**config.mk**
```make
export PLATFORM = sky130hd
export DESIGN_NAME = trigger_pulse_driver
export DESIGN_NICKNAME = d
export VERILOG_FILES = /design/src/rtl/trigger_pulse_driver.sv
export SDC_FILE = /design/constraint.sdc
export NUM_CORES = 1
export LEC_CHECK = 0
export CORE_UTILIZATION = 28
export DETAILED_ROUTE_END_ITERATION = 12
export SYNTH_ARGS = -nofsm -noshare
export SYNTH_HDL_FRONTEND = slang
export SYNTH_SLANG_ARGS = --single-unit
export TNS_END_PERCENT = 20
```
**constraint.sdc**
```tcl
create_clock -name fast_clk_i -period 5.9 [get_ports fast_clk_i]
set_input_delay 0.885 -clock fast_clk_i [delete_from_list [all_inputs] [get_ports fast_clk_i]]
set_output_delay 0.885 -clock fast_clk_i [all_outputs]
set_load 0.05 [all_outputs]
```
**src/rtl/trigger_pulse_driver.sv**
```systemverilog
// trigger_pulse_driver: fixed-width, holdoff-protected trigger pulse generator
// for the OBUFDS trigger lines. It keeps saturating counts of issued and
// dropped requests.
// Optional build macro TRIGGER_PERIODIC_EN adds an internal periodic
// self-test source and the period_i port.
module trigger_pulse_driver #(
  parameter int PULSE_BITS   = 4,
  parameter int HOLDOFF_BITS = 8,
  parameter int COUNT_BITS   = 16,
  parameter int PERIOD_BITS  = 24
) (
  input  logic                    fast_clk_i,
  input  logic                    rst_n_i,
  input  logic                    enable_i,
  input  logic                    trig_req_i,
  input  logic [PULSE_BITS-1:0]   pulse_len_i,
  input  logic [HOLDOFF_BITS-1:0] holdoff_i,
  input  logic                    count_clr_i,
`ifdef TRIGGER_PERIODIC_EN
  input  logic [PERIOD_BITS-1:0]  period_i,
`endif
  output logic                    trig_o,
  output logic                    busy_o,
  output logic [COUNT_BITS-1:0]   issued_o,
  output logic [COUNT_BITS-1:0]   dropped_o
);

  // One down-counter serves both the pulse and the holdoff phase.
  localparam int CNT_W = (PULSE_BITS > HOLDOFF_BITS) ? PULSE_BITS : HOLDOFF_BITS;

  typedef enum logic [1:0] {
    IDLE    = 2'd0,
    PULSE   = 2'd1,
    HOLDOFF = 2'd2
  } state_t;

  state_t                  state_q, state_d;
  logic [CNT_W-1:0]        cnt_q, cnt_d;
  logic [HOLDOFF_BITS-1:0] hold_q, hold_d;
  logic                    trig_q;
  logic                    req;
  logic                    accept;
  logic                    drop;
  logic [CNT_W-1:0]        len_m1;

`ifdef TRIGGER_PERIODIC_EN
  logic [PERIOD_BITS-1:0] per_cnt_q;
  logic                   per_run;
  logic                   per_tick;

  // Counting runs only while enabled with a nonzero period. If the period
  // shrinks below the current count, the count runs on to wrap at all-ones.
  assign per_run  = enable_i && (period_i != '0);
  assign per_tick = per_run && (per_cnt_q == period_i - 1'b1);

  // Free-running period counter; held at zero when idle.
  always_ff @(posedge fast_clk_i or negedge rst_n_i) begin
    if (!rst_n_i)      per_cnt_q <= '0;
    else if (!per_run) per_cnt_q <= '0;
    else if (per_tick) per_cnt_q <= '0;
    else               per_cnt_q <= per_cnt_q + 1'b1;
  end

  // A coincident external request and internal tick merge into one request.
  assign req = trig_req_i | per_tick;
`else
  assign req = trig_req_i;
`endif

  // A pulse length of 0 behaves as 1. The counter holds the remaining length minus 1.
  assign len_m1 = (pulse_len_i == '0) ? '0 : (CNT_W'(pulse_len_i) - 1'b1);

  // Next-state logic. Settings are captured only at acceptance.
  always_comb begin
    state_d = state_q;
    cnt_d   = cnt_q;
    hold_d  = hold_q;
    accept  = 1'b0;
    drop    = 1'b0;
    unique case (state_q)
      IDLE: begin
        if (enable_i && req) begin
          accept  = 1'b1;
          state_d = PULSE;
          cnt_d   = len_m1;
          hold_d  = holdoff_i;
        end
      end
      PULSE: begin
        drop = enable_i && req;
        if (cnt_q != '0) begin
          cnt_d = cnt_q - 1'b1;
        end else if (hold_q != '0) begin
          state_d = HOLDOFF;
          cnt_d   = CNT_W'(hold_q) - 1'b1;
        end else begin
          state_d = IDLE;
        end
      end
      HOLDOFF: begin
        drop = enable_i && req;
        if (cnt_q != '0) cnt_d = cnt_q - 1'b1;
        else             state_d = IDLE;
      end
      default: state_d = IDLE;
    endcase
  end

  // State, counter and the output flop. trig_o comes straight from a register.
  always_ff @(posedge fast_clk_i or negedge rst_n_i) begin
    if (!rst_n_i) begin
      state_q <= IDLE;
      cnt_q   <= '0;
      hold_q  <= '0;
      trig_q  <= 1'b0;
    end else begin
      state_q <= state_d;
      cnt_q   <= cnt_d;
      hold_q  <= hold_d;
      trig_q  <= (state_d == PULSE);
    end
  end

  // Saturating issued counter. A clear beats a simultaneous increment.
  always_ff @(posedge fast_clk_i or negedge rst_n_i) begin
    if (!rst_n_i)                     issued_o <= '0;
    else if (count_clr_i)             issued_o <= '0;
    else if (accept && !(&issued_o))  issued_o <= issued_o + 1'b1;
  end

  // Saturating dropped counter. A clear beats a simultaneous increment.
  always_ff @(posedge fast_clk_i or negedge rst_n_i) begin
    if (!rst_n_i)                     dropped_o <= '0;
    else if (count_clr_i)             dropped_o <= '0;
    else if (drop && !(&dropped_o))   dropped_o <= dropped_o + 1'b1;
  end

  assign trig_o = trig_q;
  assign busy_o = (state_q != IDLE);

endmodule

```
== Word level (Yosys, flattened, before mapping) ==
Index checks and enable logic that the tools add are counted.

* Shift operators: 0
* Divide/modulo/power cells: 0
* Muxes and demuxes: 18
* Multiply operators: 0
* Order comparisons: 0
* Bitwise logic cells: 0
* $add $sub $neg: 5
* Equal/unequal tests: 6
* Reductions and logical operators: 18

{| class="wikitable"
|+ Operator list
! operator !! number
|-
| $mux 16 || 4
|-
| $mux 8 || 5
|-
| $add 16x1->16 const B || 2
|-
| $reduce_and 16->1 || 2
|-
| $pmux 8 s3 || 1
|-
| $reduce_bool 8->1 || 2
|-
| $sub 8x1->8 const B || 2
|-
| $mux 2 || 4
|-
| $pmux 2 s3 || 1
|-
| $reduce_bool 2->1 || 3
|-
| $sub 4x1->5 const B || 1
|-
| $eq 2x1->1 const B || 2
|-
| $logic_not 4->1 || 1
|-
| $ne 2x2->1 const B || 2
|-
| $reduce_and 4->1 || 1
|-
| $logic_and 1x1->1 || 3
|-
| $mux 1 || 3
|-
| $ne 3x3->1 const B || 1
|-
| $reduce_bool 3->1 || 1
|-
| $eq 2x2->1 const B || 1
|-
| $logic_not 1->1 || 2
|-
| $logic_not 2->1 || 1
|-
| $reduce_and 2->1 || 1
|-
| $reduce_or 2->1 || 1
|}

* Memories kept: 0
* ROM bits: 0
* Flip-flop bits (word level): 51
* Latch bits: 0
* Output and inout port bits: 34
* Logic and storage cells: 53
* Bits of input ports: 17
* Bits in writable memories: 0

== Longest topological paths before layout ==
* Word-level depth: 6
* Depth in mapped cells: 8

== Least setup slack after synthesis ==
Ideal clock, no wire load.

* Kind: register to register
* From: register issued_o[0]
* To: register issued_o[1]
* Clock period less this slack: 2184 ps
* Path buffers: 1
* Arrival: 2052 ps
* Data required time: 5768 ps
* Cell stages (with the launch flop): 8
* Setup slack: 3716 ps
* Path through: dfrtp_1 ha_1 inv_1 or4_1 buf_2 o21ai_2 mux2i_1 nor2_1

* Longest elaborated chain between the ends: 4
* Elaborated cells between the ends (all ways): 7
* Those cells by class: add/sub (1); mux (2); reduce/logical (4)

{| class="wikitable"
|+ RTL lines
! element !! RTL line !! text
|-
| from (decl) || 24 || <nowiki>output logic [COUNT_BITS-1:0] issued_o,</nowiki>
|-
| from (signal assigned) || 128 || <nowiki>else if (accept && !(&issued_o)) issued_o <= issued_o + 1'b1;</nowiki>
|-
| parallel branches: the longest is 4 deep, another holds $add 16x1->16 || n/a ||
|}

Several ways; the timed one is not identified. The select of a mux whose other input is x is not followed.
A chain may end at the register's enable or synchronous reset.

== Worst setup path after layout ==
* From: register state_q[1]
* To: output port busy_o

* Longest elaborated chain between the ends: 1

{| class="wikitable"
|+ RTL lines
! element !! RTL line !! text
|-
| from (decl) || 37 || <nowiki>state_t state_q, state_d;</nowiki>
|-
| from (signal assigned) || 117 || <nowiki>state_q <= state_d;</nowiki>
|-
| $reduce_bool 2->1 || 139 || <nowiki>assign busy_o = (state_q != IDLE);</nowiki>
|-
| to (decl) || 23 || <nowiki>output logic busy_o,</nowiki>
|}

Every way passes these cells.

==> results.sh <==
export IMPL_period_minus_slack_ns=2.88
export IMPL_die_x_um=106
export IMPL_die_area_um2=11300
export IMPL_cpMaxStageDelayCell="clkdlybuf4s50_1"
export IMPL_worst_pin_slew_ns=1.23
export IMPL_cts_resized=0
export IMPL_ys_flop_type="dfrtp_1"
export IMPL_postCtsHoldBufs=0
export IMPL_grt_max_degree=52
export IMPL_critPathMaxStageDelay_ns=0.80
export IMPL_fp_coreArea_um2=10400
export IMPL_yosys_warnings=0
export IMPL_synth_edff_count=0
export IMPL_min_period_over_period=0.489
export IMPL_outcome="completed"
export IMPL_start_util=0.292
export IMPL_synthesis_area_um2=3040
export IMPL_numCtsBuffers=5
export IMPL_p_leak_nw=1.50
export IMPL_synth_cells=343
export IMPL_yosys_area_share_simple=0.266
export IMPL_critPathKind="register to output pin"
export IMPL_finalHoldViolCount=0
export IMPL_wire_per_inst_um=14.5
export IMPL_drc=0
export IMPL_vias=2646
export IMPL_power_density_nw_per_um2=360
export IMPL_layout_nets=415
export IMPL_cts_tree="done"
export IMPL_numClockSinks=51
export IMPL_required_ns=5.02
export IMPL_peakVddDrop_mv=0.126
export IMPL_num_rows=37
export IMPL_grt_usage=0.139
export IMPL_gr_total_overflow=0
export IMPL_grt_pass1_vias=2601
export IMPL_clock_path_buffers=2
export IMPL_ys_ff_latch=51
export IMPL_antennaDiodeCount=0
export IMPL_via_per_inst=5.03
export IMPL_fmax_mhz=347
export IMPL_fin_ws_ns=3.02
export IMPL_maxCapViolCount=0
export IMPL_io_pins=51
export IMPL_synth_mux_area_frac=0.0136
export IMPL_drt_iter0_drc=108
export IMPL_tns_ns=0
export IMPL_path_max_fanout=6
export IMPL_gp_congestion=0.842
export IMPL_hold_slack_ns=0.508
export IMPL_htreeDepth=2
export IMPL_clk_pin_slew_worst_paths_ns=0.09
export IMPL_hpwlAfterDp_um=5320
export IMPL_crit_path_cell_trace="inv_1, ha_1, inv_1, clkdlybuf4s50_1"
export IMPL_synth_fp_nets=369
export IMPL_drive_gt1_frac=0.0564
export IMPL_dp_slack_ns=2.69
export IMPL_start_kind="register"
export IMPL_synth_compound_area_frac=0.142
export IMPL_antenna_found_initial=0
export IMPL_synth_xor_area_frac=0.0894
export IMPL_area_growth_synth_to_final_pct=24.2
export IMPL_slew_viol_final=0
export IMPL_grt_pass1_wl_um=12600
export IMPL_clk_latency_ns=0.31
export IMPL_critical_path_arrival_ns=2.00
export IMPL_die_h_um=106
export IMPL_dr_pass1_iters=6
export IMPL_hold_path_class="register to register"
export IMPL_worstSetupEndpointType="output pin"
export IMPL_finalPower_mw=1.36
export IMPL_yosysSeqAreaShare=0.420
export IMPL_synth_top_family_by_area="simple AND/OR/NAND/NOR gates"
export IMPL_post_cts_setup_buffers=0
export IMPL_synth_cell_types=47
export IMPL_wl_um=7620
export IMPL_drtAntennaViolNets=0
export IMPL_ys_async_sr_fraction=1.00
export IMPL_skew_ns=0.00914
export IMPL_rsz0062_at_grt="false"
export IMPL_maxSlewHeadroom=0.176
export IMPL_synth_adder_area_share=0.0371
export IMPL_crit_top_cell="inv_1"
export IMPL_numPortBuffers=50
export IMPL_setup_violations=0
export IMPL_synth_avg_cell_area_um2=8.85
export IMPL_clock_root_buffer="clkbuf_8"
through the flow:
step,area [um^2],instances,util
finish,3770,526,0.362
global placement,3660,518,0.351
floorplan,3040,343,-
CTS,3770,526,0.362
global route,3770,526,0.362
detailed placement,3660,518,0.351
path summary, 6_finish.rpt:
kind	start	endpoint	slack (ns)	depth (start not counted)
setup / recovery	state_q[1]	busy_o	3.02	4
hold / removal	hold_q[7]	hold_q[7]	0.51	2
setup reg to reg	state_q[1]	issued_o[15]	3.41	7
hold reg to reg	hold_q[7]	hold_q[7]	0.51	2
max in group asynchronous	rst_n_i	trig_o	4.75	2
min in group asynchronous	rst_n_i	cnt_q[6]	0.67	2
flip-flops by register name (all words and copies together) (netlist names):
signal,cells
hold_q,8
state_q,2
issued_o,16
trig_o,1
cnt_q,8
dropped_o,16
cells by family (layout without fill, tap and decap cells):
kind of cell	count (synthesis)	after routing
AND/OR/NAND/NOR	156	156
AO/OA/AOI/OAI	67	67
flip-flops	51	51
XOR/XNOR	31	31
buffers and inverters	25	72
adder cells (fa/ha/maj)	9	9
multiplexers	4	4
critical path: cells and delay by family (launching register included):
family | cells | cell delay, ns
fa+ha+maj | 1 | 0.25
flops | 1 | 0.46
buf+inv | 3 | 0.99
layout make-up:
class	count	area, um^2
clock buffer	6	72.6
clock inverter	2	38.8
fill	1082	6640
inverter	13	48.8
multi-input combinational	267	1660
sequential	51	1280
tap	136	170
timing repair buffer	51	503
power breakdown:
part	switching, mW	total, mW	leakage, nW	internal, mW
combinational	0.379	0.616	0.754	0.237
sequential	0.0786	0.489	0.689	0.410
clock	0.127	0.255	0.0558	0.128
total	0.584	1.36	1.50	0.775
layer usage:
| metal | track usage | vias to the layer above | part of all wire |
|---|---|---|---|
| li1 | - | 1318 | - |
| met1 | 0.181 | 1269 | 0.46 |
| met2 | 0.236 | 52 | 0.50 |
| met3 | 0.0251 | 7 | 0.033 |
| met4 | 0.0397 | 0 | 0.012 |
| met5 | 0 | - | 0 |
cells in the mapped netlist (2+ instances only):
master	count	area share
or3_1	3	0.0062
a21oi_1	15	0.025
a211oi_1	4	0.0099
inv_1	13	0.016
o211ai_1	3	0.0074
nor4_1	3	0.0062
nand4_1	13	0.027
nand3_1	8	0.013
nand2_1	44	0.054
and4_1	3	0.0087
a22oi_1	2	0.0049
nor3b_1	3	0.0074
nor4b_1	2	0.0058
or4_1	2	0.0049
o31ai_1	4	0.0099
dfrtp_1	51	0.42
clkbuf_1	9	0.011
buf_2	3	0.0049
a2bb2oi_1	2	0.0058
o41ai_1	2	0.0058
a311oi_1	2	0.0058
ha_1	9	0.037
nor2_1	42	0.052
mux2i_1	3	0.0099
nor4b_2	2	0.0099
xor2_1	11	0.032
xnor2_1	20	0.058
and3_1	8	0.016
a31oi_1	9	0.019
o21ai_2	2	0.0058
and2_1	2	0.0041
nor3_1	13	0.021
o21ai_0	17	0.028
cells in the final DEF (no fill, tap or decap), types with 8 or more instances in the layout:
master / synthesis / final
a21oi_1: 15 / 15
a31oi_1: 9 / 9
and3_1: 8 / 8
clkdlybuf4s50_1: 0 / 49
dfrtp_1: 51 / 51
ha_1: 9 / 9
inv_1: 13 / 13
nand2_1: 44 / 44
nand3_1: 8 / 8
nand4_1: 13 / 13
nor2_1: 42 / 42
nor3_1: 13 / 13
o21ai_0: 17 / 17
xnor2_1: 20 / 20
xor2_1: 11 / 11
Power figures use the tool's default switching activity.
